--- src/rtl/dither_unpacker_pkg.sv ---
// dither_unpacker_pkg: shared state encoding, frame defaults, counter widths and gray levels
package dither_unpacker_pkg;
  typedef enum logic {IDLE, RUN} state_t;
  localparam int H_ACTIVE_DEF = 320;
  localparam int V_ACTIVE_DEF = 180;
  localparam int HC_W = 11;
  localparam int VC_W = 10;
  localparam logic [7:0] GRAY_BLACK = 8'd0;
  localparam logic [7:0] GRAY_WHITE = 8'd255;
endpackage

--- src/rtl/dither_unpacker.sv ---
// dither_unpacker: expands packed 1-bit dithered bytes into a raster-ordered pixel stream
module dither_unpacker
  import dither_unpacker_pkg::*;
#(
  parameter int H_ACTIVE = H_ACTIVE_DEF,
  parameter int V_ACTIVE = V_ACTIVE_DEF
) (
  input  logic            clk_in,
  input  logic            rst_in,
  input  logic [7:0]      byte_data,
  input  logic            byte_sof,
  input  logic            byte_valid,
  output logic            byte_ready,
  output logic            pixel_bit,
  output logic [7:0]      pixel_gray,
  output logic [HC_W-1:0] pixel_hcount,
  output logic [VC_W-1:0] pixel_vcount,
  output logic            pixel_valid,
  input  logic            pixel_ready,
  output logic            frame_done,
  output logic            sync_error
);
  localparam logic [HC_W-1:0] H_LAST = HC_W'(H_ACTIVE - 1);
  localparam logic [VC_W-1:0] V_LAST = VC_W'(V_ACTIVE - 1);
  state_t state_q, state_d;
  logic [7:0] sr_q, sr_d;
  logic [2:0] idx_q, idx_d;
  logic full_q, full_d;
  logic [HC_W-1:0] hcount_q, hcount_d;
  logic [VC_W-1:0] vcount_q, vcount_d;
  logic frame_done_q, frame_done_d;
  logic sync_error_q, sync_error_d;
  logic pix_xfer, h_last, last_bit, frame_end, byte_acc, run_on;
  always_ff @(posedge clk_in or negedge rst_in) begin
    if (!rst_in) begin
      state_q      <= IDLE;
      sr_q         <= '0;
      idx_q        <= '0;
      full_q       <= 1'b0;
      hcount_q     <= '0;
      vcount_q     <= '0;
      frame_done_q <= 1'b0;
      sync_error_q <= 1'b0;
    end else begin
      state_q      <= state_d;
      sr_q         <= sr_d;
      idx_q        <= idx_d;
      full_q       <= full_d;
      hcount_q     <= hcount_d;
      vcount_q     <= vcount_d;
      frame_done_q <= frame_done_d;
      sync_error_q <= sync_error_d;
    end
  end
  // a byte's last used bit is bit 0 or the row's final pixel; later bits are row padding
  always_comb begin
    pix_xfer  = full_q && pixel_ready;
    h_last    = hcount_q == H_LAST;
    last_bit  = idx_q == 3'd7 || h_last;
    frame_end = pix_xfer && h_last && vcount_q == V_LAST;
    byte_acc  = byte_valid && byte_ready;
    run_on    = state_q == RUN && !frame_end;
  end
  always_comb begin
    state_d      = state_q;
    sr_d         = sr_q;
    idx_d        = idx_q;
    full_d       = full_q;
    hcount_d     = hcount_q;
    vcount_d     = vcount_q;
    frame_done_d = 1'b0;
    sync_error_d = 1'b0;
    if (pix_xfer) begin
      idx_d    = idx_q + 3'd1;
      full_d   = !last_bit;
      hcount_d = h_last ? '0 : hcount_q + 1'b1;
      vcount_d = h_last ? vcount_q + 1'b1 : vcount_q;
    end
    if (frame_end) begin
      state_d      = IDLE;
      full_d       = 1'b0;
      hcount_d     = '0;
      vcount_d     = '0;
      frame_done_d = 1'b1;
    end
    // a byte landing on the frame's last transfer is judged as if already in IDLE
    if (byte_acc && (byte_sof || run_on)) begin
      state_d = RUN;
      sr_d    = byte_data;
      idx_d   = '0;
      full_d  = 1'b1;
    end
    if (byte_acc && byte_sof) begin
      hcount_d     = '0;
      vcount_d     = '0;
      sync_error_d = run_on;
    end
  end
  always_comb begin
    byte_ready   = rst_in && (state_q == IDLE || !full_q || (pix_xfer && last_bit));
    pixel_valid  = full_q;
    pixel_bit    = full_q && sr_q[3'd7 - idx_q];
    pixel_gray   = !full_q ? 8'd0 : pixel_bit ? GRAY_BLACK : GRAY_WHITE;
    pixel_hcount = hcount_q;
    pixel_vcount = vcount_q;
    frame_done   = frame_done_q;
    sync_error   = sync_error_q;
  end
endmodule

--- config.mk ---
export PLATFORM = sky130hd
export DESIGN_NAME = dither_unpacker
export DESIGN_NICKNAME = d
export VERILOG_FILES = /design/src/rtl/dither_unpacker_pkg.sv /design/src/rtl/dither_unpacker.sv
export SDC_FILE = /design/constraint.sdc
export NUM_CORES = 1
export LEC_CHECK = 0
export BUFFER_PORTS_ARGS = -buffer_cell sky130_fd_sc_hd__buf_2
export CAP_MARGIN = 40
export CORE_MARGIN = 2
export CORE_UTILIZATION = 53
export DETAILED_ROUTE_END_ITERATION = 7
export PLACE_DENSITY = 0.79
export SYNTH_ARGS = -nofsm -noshare
export SYNTH_HDL_FRONTEND = slang
export SYNTH_SLANG_ARGS = --single-unit
--- constraint.sdc ---
create_clock -name clk_in -period 2.6 [get_ports clk_in]
set_input_delay 0.52 -clock clk_in [delete_from_list [all_inputs] [get_ports clk_in]]
set_output_delay 0.52 -clock clk_in [all_outputs]
set_load 0.02 [all_outputs]
# Yosys cells after proc, flatten, opt, wreduce, memory -nomap -nowiden
# Index checks and enable logic that the tools add are counted.
[totals]
ff_bits = 36
latch_bits = 0
mem_bits_rw = 0
romBits = 0
input_bits = 13
output_inout_bits = 34
elab_cells = 61
mem_count = 0
[classes]
add_sub_neg = 4
mul = 0
div = 0
order_cmp = 1
eq_ne = 3
shifts = 0
mux = 21
n_bitwise = 1
n_reduce_logical = 23
[ops]
columns = ["op", "count"]
rows = [
  ["two-way mux 11 bit", 4],
  ["two-way mux 10 bit", 4],
  ["two-way mux 8 bit", 2],
  ["adder 11 x 1 -> 11 bit, second input constant", 1],
  ["equality test 11 x 9 -> 1 bit, second input constant", 1],
  ["adder 10 x 1 -> 10 bit, second input constant", 1],
  ["equality test 10 x 8 -> 1 bit, second input constant", 1],
  ["logical AND 1 bit", 10],
  ["nonzero test 3 bit", 3],
  ["two-way mux 1 bit", 8],
  ["two-way mux 3 bit", 2],
  ["logical OR 1 bit", 4],
  ["less-than comparator 3 x 4 -> 1 bit, second input constant", 1],
  ["nonzero test 2 bit", 2],
  ["adder 3 x 1 -> 3 bit, second input constant", 1],
  ["binary-select mux 1 bit (select 3 bit)", 1],
  ["equality test 3 bit, second input constant", 1],
  ["zero test 1 bit", 3],
  ["subtractor 3 bit, first input constant", 1],
  ["AND reduction 2 bit", 1],
  ["inverter 1 bit", 1],
]

# Logic depth before layout (Yosys ltp)
# Gate-level depths: netlist (run 1).
[depth]
depth_word = 9
ltp_mapped = 7
mapped_depth_nobuf = 7

# Worst setup path after synthesis (run 1)
# No wires, ideal clock.
[synth_timing]
kind = "register -> output"
startpoint = "register hcount_q[7] (netlist: pixel_hcount[7])"
endpoint = "output port byte_ready"
t_arrival_ns = 2.085
required_ns = 2.080
slack_ns = -0.005
path_stages_with_launch = 5
path_buffers = 0
path_cell_list = "dfrtp_1 -> or4b_4 -> nor4_4 -> o21ai_2 -> a21boi_0"
[synth_between]
elab_chain_len = 5
[synth_lines]
columns = ["element", "line_no", "text"]
rows = [
  ["start, declared", "dither_unpacker.sv:29", "logic [HC_W-1:0] hcount_q, hcount_d;"],
  ["start signal, assigned", "dither_unpacker.sv:49", "hcount_q <= hcount_d;"],
  ["equality test 11 x 9 -> 1 bit", "dither_unpacker.sv:58", "h_last = hcount_q == H_LAST;"],
  ["logical OR 1 bit", "dither_unpacker.sv:59", "last_bit = idx_q == 3'd7 || h_last;"],
  ["logical AND 1 bit", "dither_unpacker.sv:100", "byte_ready = rst_in && (state_q == IDLE || !full_q || (pix_xfer && last_bit));"],
  ["logical OR 1 bit", "dither_unpacker.sv:100", ""],
  ["logical AND 1 bit", "dither_unpacker.sv:100", ""],
  ["end, declared", "dither_unpacker.sv:13", "output logic byte_ready,"],
]
# No other way between the ends.

# Worst setup path after layout (run 1)
[layout_timing]
startpoint = "register hcount_q[0] (netlist: pixel_hcount[0])"
endpoint = "output port byte_ready"
# Same word-level chain as after synthesis.

==> run summary, run 1 <==
The library cell used most frequently in the layout, excluding fill and tap cells, is sky130_fd_sc_hd__buf_2. The logs give 0 for the initial antenna violation count and 22 for the number of cell rows. Summing the areas of all and, or, nand and nor instances in the mapped netlist gives 21.6% of the synthesized area.

In the final layout, the share of cells above drive strength 1 is 32.9%. For this run, design rule violations remaining after detail routing come to 0. The vias after detailed routing came out at 1,667.

The count of unique library cells instantiated by Yosys was 49; the violation count after the first detailed-route iteration was 127. Prior to clock tree synthesis, the placed netlist has a worst setup slack of 0.206 ns. For the effective utilization at floorplan, the log shows 54.5%. After detailed routing, the total wire length is 4360 um. By area, the combinational part of the netlist is dominated by simple AND/OR/NAND/NOR gates.

In the post-route analysis, the smallest setup slack over all paths is 0.158 ns. The logs give 7330 um for the first-pass GRT wire length and 1.92 ns for the worst endpoint data arrival time. The region available for standard cell placement spans 0.00361 sq mm.

Setup repair after global routing left no endpoint under its margin. Summing the areas of all compound-gate instances in the mapped netlist gives 13.8% of the synthesized area. In the routed layout, each cell is associated on average with a via count of 5.73. Cells fill 65.0% of the core in the end.

The logs give 0 for the number of hold violations in the final report and 23.1% for the global routing usage summed across all routing layers. The via count of the first global-routing pass is 1,542. Type of the tightest min-delay check: input port to asynchronous set/reset pin.

The post-CTS clock slew at the launch and capture registers of the worst setup and hold paths works out to 0.06 ns. The final layout contains 259 nets. The area of the mapped netlist is 0.00197 sq mm, and the number of cells on the worst reg-to-reg path is 8.

STA classifies the critical path endpoint as an output pin. TritonCTS built the clock tree. The number of nets in the synthesized netlist was 209. STA classifies the critical path startpoint as a flip-flop. Once placement finished, the instance area stood at 0.00224 sq mm. The die covers 0.00421 sq mm. The filler cells instantiated in the layout total 290. For the post-route cell area, the log shows 0.00234 sq mm.

Counting every sink on the clock net gives 36. The mean cell area of the mapped netlist was 10.2 sq um; the share of the yosys chip area belonging to registers was 45.8%. The count of nets left with antenna violations once routing finished came out at 0.

The final critical path time including I/O delays and setup was 2.44 ns; the detailed placement HPWL was 3200 um. The post-synthesis to final-layout area growth came out at 19.2%. Ratio of total power to cell area: 921 mW/mm^2.

The run finished with clean final reports. For this run, the leading register cell type out of synthesis is sky130_fd_sc_hd__dfrtp_1. The leakage power of the design came out at 1.11 nW. Max-cap violations in this run came to 0.

The later-pin clock latency in the skew report came out at 0.29 ns. Summed over all layers, the global routing overflow is 0. In this run the deepest clock path goes through 2 buffers. For the pin with the worst max-slew slack, the measured transition is 0.450 ns. The maximum number of pins on one net before global-route repair was 22.

After Yosys synthesis, XOR and XNOR cells account for 1.78% of the synthesized area. The number of inserted diodes was 0; the largest voltage drop on the vdd net was 0.389 mV. Setup total negative slack on the finished layout was measured at 0 ns. In this run the count of I/O pins placed on the die edge is 47.

Input and output buffers added on the ports amount to 46. Leaving out fill and tap cells, the most frequent cells in the layout are sky130_fd_sc_hd__buf_2, sky130_fd_sc_hd__dfrtp_1, sky130_fd_sc_hd__o21ai_0, sky130_fd_sc_hd__nor2_1, sky130_fd_sc_hd__nand2_1. Registers take 901 sq um. Setup violations remaining at the end of the flow were counted as 0. Counting flops with a built-in enable in the synthesized netlist gives 0. The congestion estimate from routability-driven global placement came to 0.841.

The routed wire length per instance works out to 15.0 um. The fraction of registers with async set/reset is 100%, and the synthesized instance count is 192. After Yosys synthesis, full adders, half adders and majority gates account for 2.55% of the synthesized area. Clock tree synthesis selected as its root buffer the cell sky130_fd_sc_hd__clkbuf_8. The logs give 977 sq um for the combined area of the multi-input logic cells and 0 for the final count of pins violating max slew. The die outline width is 64.9 um, and the number of storage elements in the synthesis netlist is 36. The clock tree synthesis step divided the H-tree into 2 levels. The maximum fanout along the worst path came out at 6. For this run, the detailed router's first-pass iteration total came to 4. The number of warning messages in the yosys log is 0, and the post-route clock period utilization is 93.9%. Data on the critical path is required at its endpoint by 2.08 ns. Die height: 64.9 um. The total CTS buffers came out at 5. The worst pin sits at a relative slew slack of 69.9%. In this run, post-CTS hold repair placed 0 buffers. For the final database, setup skew stands at 0.00596 ns. The category of the critical setup timing path was flip-flop to output pin. Multiplexer cells account for 9.74% of the synthesized area.

The run gives 0.409 GHz as the top achievable clock speed.
-- cell families (layout without fill, tap and decap cells) --
| family | after synthesis | count (layout) |
|---|---|---|
| simple gates | 75 | 75 |
| compound gates | 45 | 45 |
| flops | 36 | 36 |
| buf+inv | 15 | 66 |
| mux | 13 | 13 |
| fa+ha+maj | 4 | 4 |
| xor+xnor | 4 | 4 |
-- cells in the mapped netlist (2+ instances only) --
| library cell | number | area [sq um] |
|---|---|---|
| sky130_fd_sc_hd__a211oi_1 | 2 | 15.0 |
| sky130_fd_sc_hd__a21boi_0 | 3 | 22.5 |
| sky130_fd_sc_hd__a21oi_1 | 11 | 55.1 |
| sky130_fd_sc_hd__a31oi_1 | 3 | 18.8 |
| sky130_fd_sc_hd__and2_1 | 4 | 25.0 |
| sky130_fd_sc_hd__and3_1 | 2 | 12.5 |
| sky130_fd_sc_hd__buf_4 | 7 | 52.6 |
| sky130_fd_sc_hd__clkbuf_1 | 4 | 15.0 |
| sky130_fd_sc_hd__dfrtp_1 | 36 | 901 |
| sky130_fd_sc_hd__ha_1 | 4 | 50.1 |
| sky130_fd_sc_hd__inv_1 | 2 | 7.51 |
| sky130_fd_sc_hd__mux2_4 | 7 | 105 |
| sky130_fd_sc_hd__mux2i_1 | 3 | 30.0 |
| sky130_fd_sc_hd__mux4_2 | 2 | 45.0 |
| sky130_fd_sc_hd__nand2_1 | 14 | 52.6 |
| sky130_fd_sc_hd__nand3_1 | 10 | 50.1 |
| sky130_fd_sc_hd__nand4_1 | 7 | 43.8 |
| sky130_fd_sc_hd__nor2_1 | 15 | 56.3 |
| sky130_fd_sc_hd__nor2b_1 | 3 | 18.8 |
| sky130_fd_sc_hd__nor3_1 | 4 | 20.0 |
| sky130_fd_sc_hd__o21ai_0 | 16 | 80.1 |
| sky130_fd_sc_hd__o22ai_1 | 2 | 12.5 |
| sky130_fd_sc_hd__or3_1 | 2 | 12.5 |
| sky130_fd_sc_hd__or4_1 | 2 | 15.0 |
| sky130_fd_sc_hd__xor2_1 | 3 | 26.3 |
-- sequential cells by signal, summed over array words and instances, names as in the netlist --
name,flops
pixel_hcount,11
pixel_vcount,10
sr_q,8
idx_q,3
frame_done,1
pixel_valid,1
state_q,1
sync_error,1
-- final cells by class --
class / count / area share, %
multi-input combinational: 141 / 41.7
sequential: 36 / 38.4
timing repair buffer: 56 / 13.1
clock buffer: 8 / 3.84
tap: 48 / 2.56
inverter: 2 / 0.320
-- timing repair --
action / in CTS / in global routing
pin swaps: 0 / 2
buffers inserted: 0 / 1
resized for setup: 2 / 0
endpoints found under the setup margin: 1 / 1
-- stage by stage --
step | hold WS [ns] | cells | power (mW)
6_report | 0.0270 | 291 | 2.16
5_1_grt | 0.0283 | 291 | 2.29
4_1_cts | 0.0248 | 290 | 2.17
3_5_place_dp | 0.333 | 282 | 1.76
3_3_place_gp | 0.336 | 282 | 1.72
2_1_floorplan | 0.224 | 192 | 1.63
-- worst max-delay path, stage by stage (launching register included) --
cell,delay [ns]
sky130_fd_sc_hd__dfrtp_1,0.43
sky130_fd_sc_hd__ha_1,0.22
sky130_fd_sc_hd__nand3_1,0.22
sky130_fd_sc_hd__nor4_4,0.32
sky130_fd_sc_hd__o21ai_2,0.12
sky130_fd_sc_hd__a21boi_2,0.16
sky130_fd_sc_hd__buf_4,0.15
-- routing by layer --
metal / global-route usage [%] / share of wire (%) / vias up
met5: 0 / 0 / -
met4: 11.7 / 2.7 / 0
met3: 5.56 / 5.9 / 13
met2: 35.8 / 46 / 59
met1: 30.0 / 45 / 786
li1: - / - / 809
-- path summary, 6_finish.rpt --
check / startpoint / to / slack [ns]
max in group asynchronous: rst_in / pixel_hcount[5] / 2.10
worst min register to register: pixel_hcount[10] / pixel_hcount[10] / 0.50
worst max register to register: pixel_hcount[0] / sr_q[2] / 0.23
worst max-delay path: pixel_hcount[0] / byte_ready / 0.16
min in group clk_in: byte_data[0] / sr_q[0] / 0.45
worst min-delay path: rst_in / pixel_valid / 0.03
-- report_power, final --
| part | internal, mW | total (mW) | switching, mW |
|---|---|---|---|
| clock network | 0.216 | 0.406 | 0.190 |
| logic | 0.404 | 0.949 | 0.546 |
| registers | 0.684 | 0.804 | 0.120 |
| total | 1.30 | 2.16 | 0.856 |
Power figures use the tool's default switching activity.
==> run 2, diff against run 1 <==
Settings changed: ABC_AREA set to 1, CORE_UTILIZATION 53 to 54.
==> run 2 against run 1 <==
- sequential share of layout area down 2.0 points
- largest cell class unchanged
- area after synthesis up 11%
- cell area up 5.5%
- utilization down 2.3 points
- cell count up 23%
- flip-flop and latch count unchanged
- global-route usage down 1.9 points
- largest power group unchanged
- clock power down 8.4%
==> run summary, run 2 <==
The flow ran to the end, and the final reports show no timing, DRC or antenna violations. Number of nets in the synthesized netlist: 288 (+38%). The sum of routed wire length over all layers was 4430 um (+1.8%). The proportion of layout cells with a drive suffix above 1 is 26.0% (-6.9 points).

Setup repair after global routing left no endpoint under its margin. For the max-cap violation count, the log shows 0 (unchanged). The worst slew margin relative to its limit was 70.3% (+0.37 points); the global routing usage summed across all routing layers was 21.2% (-1.9 points). The worst register-to-register path begins at pixel_hcount[0].

Deepest level of the CTS H-tree: 2 (unchanged). Leaving out fill and tap cells, the most frequent cell in the layout is sky130_fd_sc_hd__buf_2. For the number of buffers added for setup after CTS, the log shows 0 (unchanged). The slew at the pin closest to its max-slew limit came out at 0.444 ns (-0.00551 ns). TritonCTS built the clock tree. The run gives 1.36 nW (+22%) as the leakage power of the design. CTS placed an instance of sky130_fd_sc_hd__clkbuf_8 at the clock tree root. For the detailed placement HPWL, the log shows 3040 um (-4.9%).

The most numerous cell type found on the critical path is sky130_fd_sc_hd__nand2_2. Mean cell area of the mapped netlist: 8.08 sq um (-21%). The number of flip-flops under the largest register name works out to 11 (unchanged).

The number of vias per cell after detailed routing works out to 5.22 (-8.8%). The worst setup path is launched from a flip-flop. Data required time of the worst path: 2.08 ns (about the same). The run gives 0 ns (unchanged) as the summed negative setup slack over all endpoints.

The die outline width works out to 67.7 um (+4.3%). The run gives 2 (unchanged) as the clock tree buffer depth. Number of enable-type register cells in the synthesized netlist: 0 (unchanged). The post-CTS clock slew at the launch and capture registers of the worst setup and hold paths was 0.07 ns (about the same); the ratio of total power to cell area was 943 mW/mm^2 (+2.3%).

The worst slack after detailed placement was 0.347 ns (+0.141 ns); the number of cell rows was 23 (+4.5%). The post-route clock skew is 0.00758 ns (+0.00162 ns). The maximum fanout along the worst path came out at 14 (+8). The sort of element at the end of the critical path is an output pin. The post-route clock period utilization was 94.2% (+0.26 points); the number of DRC violations after detailed routing was 0 (unchanged). The library cells used most frequently in the layout, excluding fill and tap cells, are sky130_fd_sc_hd__buf_2, sky130_fd_sc_hd__nand2_1, sky130_fd_sc_hd__dfrtp_1, sky130_fd_sc_hd__inv_1, sky130_fd_sc_hd__nand3_1. The tools report the count of unique library cells instantiated by Yosys as 31 (-37%).

The leftover overflow at the end of global routing is 0 (unchanged), and the cell count after placement is 351 (+24%). The share of the yosys chip area belonging to registers is 41.1% (-4.7 points), and the number of hold violations in the final report is 0 (unchanged). Area inside the core boundary: 0.00394 sq mm (+9.3%).

The worst setup path is of the flip-flop to output pin kind. The most used flip-flop cell after synthesis is sky130_fd_sc_hd__dfrtp_1. The number of clock sinks seen by CTS is 36 (unchanged), and the setup slack of the most critical reg-to-reg path is 0.37 ns (+0.14 ns). The tools report the area of the mapped netlist as 0.00219 sq mm (+11%). The routed wire length per instance is 12.4 um (-17%), and the final standard cell utilization of the core is 62.7% (-2.3 points).

The first-pass GRT wire length is 7270 um (-0.75%), and the number of buffers added on ports is 46 (unchanged). The violation count after the first detailed-route iteration was 151 (+19%). For the number of inserted diodes, the log shows 0 (unchanged). The layout filler cell count came out at 357 (+23%). Number of storage elements in the synthesis netlist: 36 (unchanged). The total chip power was 2.33 mW (+7.9%); the vias after detailed routing was 1,870 (+12%). The worst endpoint data arrival time is 1.93 ns (about the same), and the post-route non-filler standard cell count is 358 (+23%).

The final count of pins violating max slew was 0 (unchanged). The die area is 0.00458 sq mm (+8.7%). The run gives 0 (unchanged) as the initial antenna violation count. The total setup violations reported at the end of the flow is 0 (unchanged), and the maximum number of pins on one net before global-route repair is 41 (+86%). Traced cell by cell, the critical path runs through ha_1, nand3_1, nor2_2, nand2_4, nand2_2, nand2_2, a21boi_4, buf_2. The fraction of registers with async set/reset was 100% (unchanged). The via count of the first global-routing pass was 1,634 (+6.0%). The total iterations of the first detailed-routing run came out at 4 (unchanged). The largest voltage drop on the vdd net is 0.479 mV (+23%). The area share of the largest cell type after synthesis came out at 41.1% (-4.7 points). For the total CTS buffers, the log shows 5 (unchanged). The path class of the tightest hold or removal check is input port to asynchronous set/reset pin. The later-pin clock latency in the skew report is 0.28 ns (about the same).

The run gives 0 (unchanged) as the number of nets with antenna violations after routing. The critical-path cell with the highest stage delay is sky130_fd_sc_hd__dfrtp_1. The weighted congestion at the end of routability-driven global placement came out at 0.814 (-3.2%).

By instance count, the leading cell after synthesis is sky130_fd_sc_hd__nand2_1. The number of cells on the worst reg-to-reg path was 11 (+3). Compared with the post-synthesis result, the final layout area differs by 12.9%. The I/O pin total was 47 (unchanged).

In this run the critical register-to-register path is captured at idx_q[0]. The commonest cells after synthesis are sky130_fd_sc_hd__nand2_1, sky130_fd_sc_hd__dfrtp_1, sky130_fd_sc_hd__inv_1, sky130_fd_sc_hd__nand3_1, sky130_fd_sc_hd__nor2_1. By area the synthesized netlist is led by sky130_fd_sc_hd__dfrtp_1, sky130_fd_sc_hd__nand2_1, sky130_fd_sc_hd__nand3_1. The run gives 271 (+41%) as the synthesized instance count. Effective utilization at floorplan: 55.5% (+1.0 points). Die height: 67.7 um (+4.3%). The final critical path time including I/O delays and setup was 2.45 ns (+0.00674 ns). The smallest setup slack after layout was 0.151 ns (-0.00674 ns). The run gives 325 (+25%) as the number of nets in the layout.

The worst stage delay on the critical path was 0.41 ns (-0.02 ns). The cell type with the highest aggregate area in the netlist is sky130_fd_sc_hd__dfrtp_1. The logs give 0 (unchanged) for the number of warning messages in the yosys log and 0.408 GHz (-0.28%) for the top achievable clock speed.
[run 2: layout make-up]
| cell class | count | area (sq um) | area share (%) |
|---|---|---|---|
| inverters | 33 | 124 | 5.01 |
| clock buffers | 6 | 72.6 | 2.94 |
| multi-input cells | 182 | 1050 | 42.4 |
| clock inverters | 1 | 5.00 | 0.202 |
| well taps | 50 | 62.6 | 2.53 |
| flip-flops and latches | 36 | 901 | 36.4 |
| repair buffers | 50 | 260 | 10.5 |
[run 2: how the worst max path moves through the flow]
stage / startpoint / to / cells after the start
5_1_grt: pixel_hcount[0] / byte_ready / 8
3_3_place_gp: pixel_hcount[0] / pixel_vcount[7] / 10
4_1_cts: pixel_hcount[0] / byte_ready / 8
6_report: pixel_hcount[0] / byte_ready / 8
3_5_place_dp: pixel_hcount[0] / idx_q[0] / 11
2_1_floorplan: idx_q[0] / pixel_gray[1] / 7
[run 2: metal layers]
layer | global-route usage, % | wire, um
met3 | 6.17 | 246
met2 | 31.6 | 2010
met4 | 7.91 | 57
met1 | 29.0 | 2120
met5 | 0 | 0
[run 2: critical path, delay by kind of cell (launching register included)]
| family | cells | cell delay (ns) |
|---|---|---|
| flops | 1 | 0.41 |
| compound gates | 1 | 0.16 |
| simple gates | 5 | 0.67 |
| fa+ha+maj | 1 | 0.21 |
| buf+inv | 1 | 0.19 |
[run 2: report_power, final]
| group | switching [mW] | internal (mW) | total, mW |
|---|---|---|---|
| clock | 0.190 | 0.182 | 0.372 |
| combinational | 0.729 | 0.387 | 1.12 |
| sequential | 0.136 | 0.706 | 0.842 |
[run 2: metrics by stage]
step / hold slack [ns] / instance area [sq um]
5_1_grt: 0.163 / 2470
3_3_place_gp: 0.459 / 2390
4_1_cts: 0.150 / 2470
3_5_place_dp: 0.463 / 2390
2_1_floorplan: 0.224 / 2190
6_report: 0.143 / 2470
[run 2: cell families (layout without fill, tap and decap cells)]
group / after synthesis / count (layout) / synth area share, %
flops: 36 / 36 / 41.1
simple gates: 134 / 134 / 29.4
xor+xnor: 13 / 13 / 5.20
fa+ha+maj: 4 / 4 / 2.29
buf+inv: 53 / 90 / 11.3
compound gates: 31 / 31 / 10.7
[run 2: timing repair]
| item | in CTS | in global routing |
|---|---|---|
| hold buffers | 0 | 0 |
| gates resized for setup | 0 | 1 |
| setup endpoints to repair | 0 | 1 |
| endpoints found under the hold margin | 0 | 0 |
==> run 3, diff against run 2 <==
Settings changed: CTS_CLUSTER_DIAMETER set to 150, SETUP_SLACK_MARGIN set to 0.3, TNS_END_PERCENT set to 20.
==> run 3 against run 2 <==
- critical path type unchanged
- clock power barely moved
- sequential share of layout area decreased by 0.96 points
- non-clock buffer count up 5
- register-to-register slack improved by 0.21 ns
- critical path depth stayed put
- sequential power up 1%
- clock skew grew 0.0018 ns
==> run summary, run 3 (synthesis results as in run 2) <==
The number of hold violations in the final report was 0 (unchanged). The final critical path time including I/O delays and setup was 2.23 ns (-0.218 ns); the I/O pin total was 47 (unchanged). The die height is 67.7 um (unchanged). Category of the critical setup timing path: flip-flop to output pin. Setup repair after global routing left no endpoint under its margin.

The run gives 0 (unchanged) as the hold buffer count at CTS. Number of vias per cell after detailed routing: 5.31 (+1.7%). The leftover overflow at the end of global routing is 0 (unchanged), and the top achievable clock speed is 0.448 GHz (+9.8%). Leaving out fill and tap cells, the most frequent cell in the layout is sky130_fd_sc_hd__buf_2. The slew at the pin closest to its max-slew limit was 0.447 ns (+0.00235 ns); the final count of pins violating max slew was 0 (unchanged). The global routing usage summed across all routing layers is 21.4% (+0.25 points). The post-synthesis to final-layout area growth is 16.3%, and the summed negative setup slack over all endpoints is 0 ns (unchanged).

Post-route clock period utilization: 85.8% (-8.4 points). TritonCTS built the clock tree. The run finished with clean final reports. The number of inserted diodes was 0 (unchanged). The tools report the cell area reported after detailed placement as 0.00239 sq mm (unchanged). The later-pin clock latency in the skew report was 0.29 ns (about the same); the effective utilization at floorplan was 55.5% (unchanged).

The maximum fanout along the worst path was 8 (-6). The worst setup path is captured at an output pin. The die outline width is 67.7 um (unchanged), and the ratio of total power to cell area is 944 mW/mm^2 (about the same).

The logs give 0.141 ns (-0.00204 ns) for the worst hold margin and 0.00934 ns (+0.00175 ns) for the post-route clock skew. The logs give 0.00394 sq mm (unchanged) for the area inside the core boundary and 64.6% (+1.9 points) for the final standard cell utilization of the core. The routed wire length per instance was 12.6 um (+1.5%).

Number of nets with antenna violations after routing: 0 (unchanged). The worst slew margin relative to its limit came out at 70.1% (-0.16 points). The total setup violations reported at the end of the flow was 0 (unchanged); the sum of routed wire length over all layers was 4560 um (+2.9%). The number of buffers added on ports is 46 (unchanged). The run gives 0 (unchanged) as the number of DRC violations after detailed routing. The run gives 0.00255 sq mm (+3.0%) as the post-route cell area.

The tools report the data required time of the worst path as 2.08 ns (about the same). The total chip power came out at 2.40 mW (+3.1%). The run gives 346 (-3.1%) as the layout filler cell count.

The library cells used most frequently in the layout, excluding fill and tap cells, are sky130_fd_sc_hd__buf_2, sky130_fd_sc_hd__nand2_1, sky130_fd_sc_hd__dfrtp_1, sky130_fd_sc_hd__inv_1, sky130_fd_sc_hd__nand3_1. The die area was 0.00458 sq mm (unchanged); the leakage power of the design was 1.38 nW (+1.6%). The maximum number of pins on one net before global-route repair is 41 (unchanged).

The type of the tightest min-delay check was input port to asynchronous set/reset pin. The deepest level of the CTS H-tree was 2 (unchanged). The number of flip-flops under the largest register name was 11 (unchanged); the setup slack of the most critical reg-to-reg path was 0.58 ns (+0.21 ns).

The run gives 4 (unchanged) as the total iterations of the first detailed-routing run. The max-cap violation count is 0 (unchanged), and the via count of the first global-routing pass is 1,644 (+0.61%). For the number of nets in the layout, the log shows 330 (+1.5%).

The worst setup path is launched from a flip-flop. The largest voltage drop on the vdd net is 0.507 mV (+5.9%), and the worst endpoint data arrival time is 1.71 ns (-0.22 ns). The run gives 23 (unchanged) as the number of cell rows. The run gives 0 (unchanged) as the initial antenna violation count.

The post-CTS clock slew at the launch and capture registers of the worst setup and hold paths came out at 0.07 ns (about the same). The logs give 3040 um (unchanged) for the detailed placement HPWL and 0.814 (unchanged) for the weighted congestion at the end of routability-driven global placement. The proportion of layout cells with a drive suffix above 1 is 29.7% (+3.7 points), and the violation count after the first detailed-route iteration is 198 (+31%).

The clock tree buffer depth is 2 (unchanged). The clock root buffer was sky130_fd_sc_hd__clkbuf_8. The logs give 7360 um (+1.1%) for the first-pass GRT wire length and 5 (unchanged) for the total CTS buffers. For the number of clock sinks seen by CTS, the log shows 36 (unchanged). The vias after detailed routing is 1,928 (+3.1%).
[run 3: worst paths after layout]
check                                startpoint         endpoint  cells after the start
worst min register to register          sr_q[4]          sr_q[4]                      2
worst max register to register  pixel_hcount[1]         idx_q[1]                     11
max in group asynchronous                rst_in  pixel_hcount[6]                      2
worst min-delay path                     rst_in  pixel_vcount[1]                      1
min in group clk_in                byte_data[4]          sr_q[4]                      3
worst max-delay path            pixel_hcount[1]       byte_ready                      8
[run 3: metal layers]
layer | track usage [%] | wire (um) | up-vias | part of all wire (%)
met5 | 0 | 0 | - | 0
met4 | 7.91 | 57 | 0 | 1.2
met1 | 29.2 | 2080 | 889 | 46
met3 | 6.17 | 281 | 5 | 6.2
met2 | 32.2 | 2140 | 64 | 47
li1 | - | - | 970 | -
[run 3: power breakdown]
| part | leakage (nW) | total [mW] | switching (mW) | internal, mW |
|---|---|---|---|---|
| Sequential | 0.469 | 0.852 | 0.144 | 0.708 |
| Combinational | 0.866 | 1.18 | 0.751 | 0.426 |
| Clock | 0.0410 | 0.374 | 0.192 | 0.182 |
[run 3: stage by stage]
step,setup WS (ns),std cells
after floorplan,0.523,271
after global placement,0.445,351
after detailed placement,0.347,351
after CTS,0.261,360
after global routing,0.287,363
final,0.369,363
[run 3: cell type report]
type	instances	area [sq um]	area share, %
Tap cell	50	62.6	2.46
Inverter	33	124	4.86
Sequential cell	36	903	35.5
Multi-Input combinational cell	182	1080	42.4
Clock buffer	6	72.6	2.85
Timing Repair Buffer	55	300	11.8
Clock inverter	1	5.00	0.197
[run 3: timing repair]
item                                    4_1_cts  5_1_grt
gates cloned                                  0        0
gates resized for setup                       4        9
hold endpoints to repair                      0        0
endpoints found under the setup margin       10       10
buffers inserted                              2        3
pin swaps                                     1        1
[run 3: worst max-delay path, stage by stage, from the launching register on]
cell and delay [ns]:
sky130_fd_sc_hd__dfrtp_1 0.42, sky130_fd_sc_hd__ha_4 0.17, sky130_fd_sc_hd__nand3_2 0.11, sky130_fd_sc_hd__nor2_4 0.16, sky130_fd_sc_hd__nand2_4 0.09, sky130_fd_sc_hd__nand2_2 0.07, sky130_fd_sc_hd__nand2_2 0.07, sky130_fd_sc_hd__a21boi_4 0.17
sky130_fd_sc_hd__buf_4 0.16
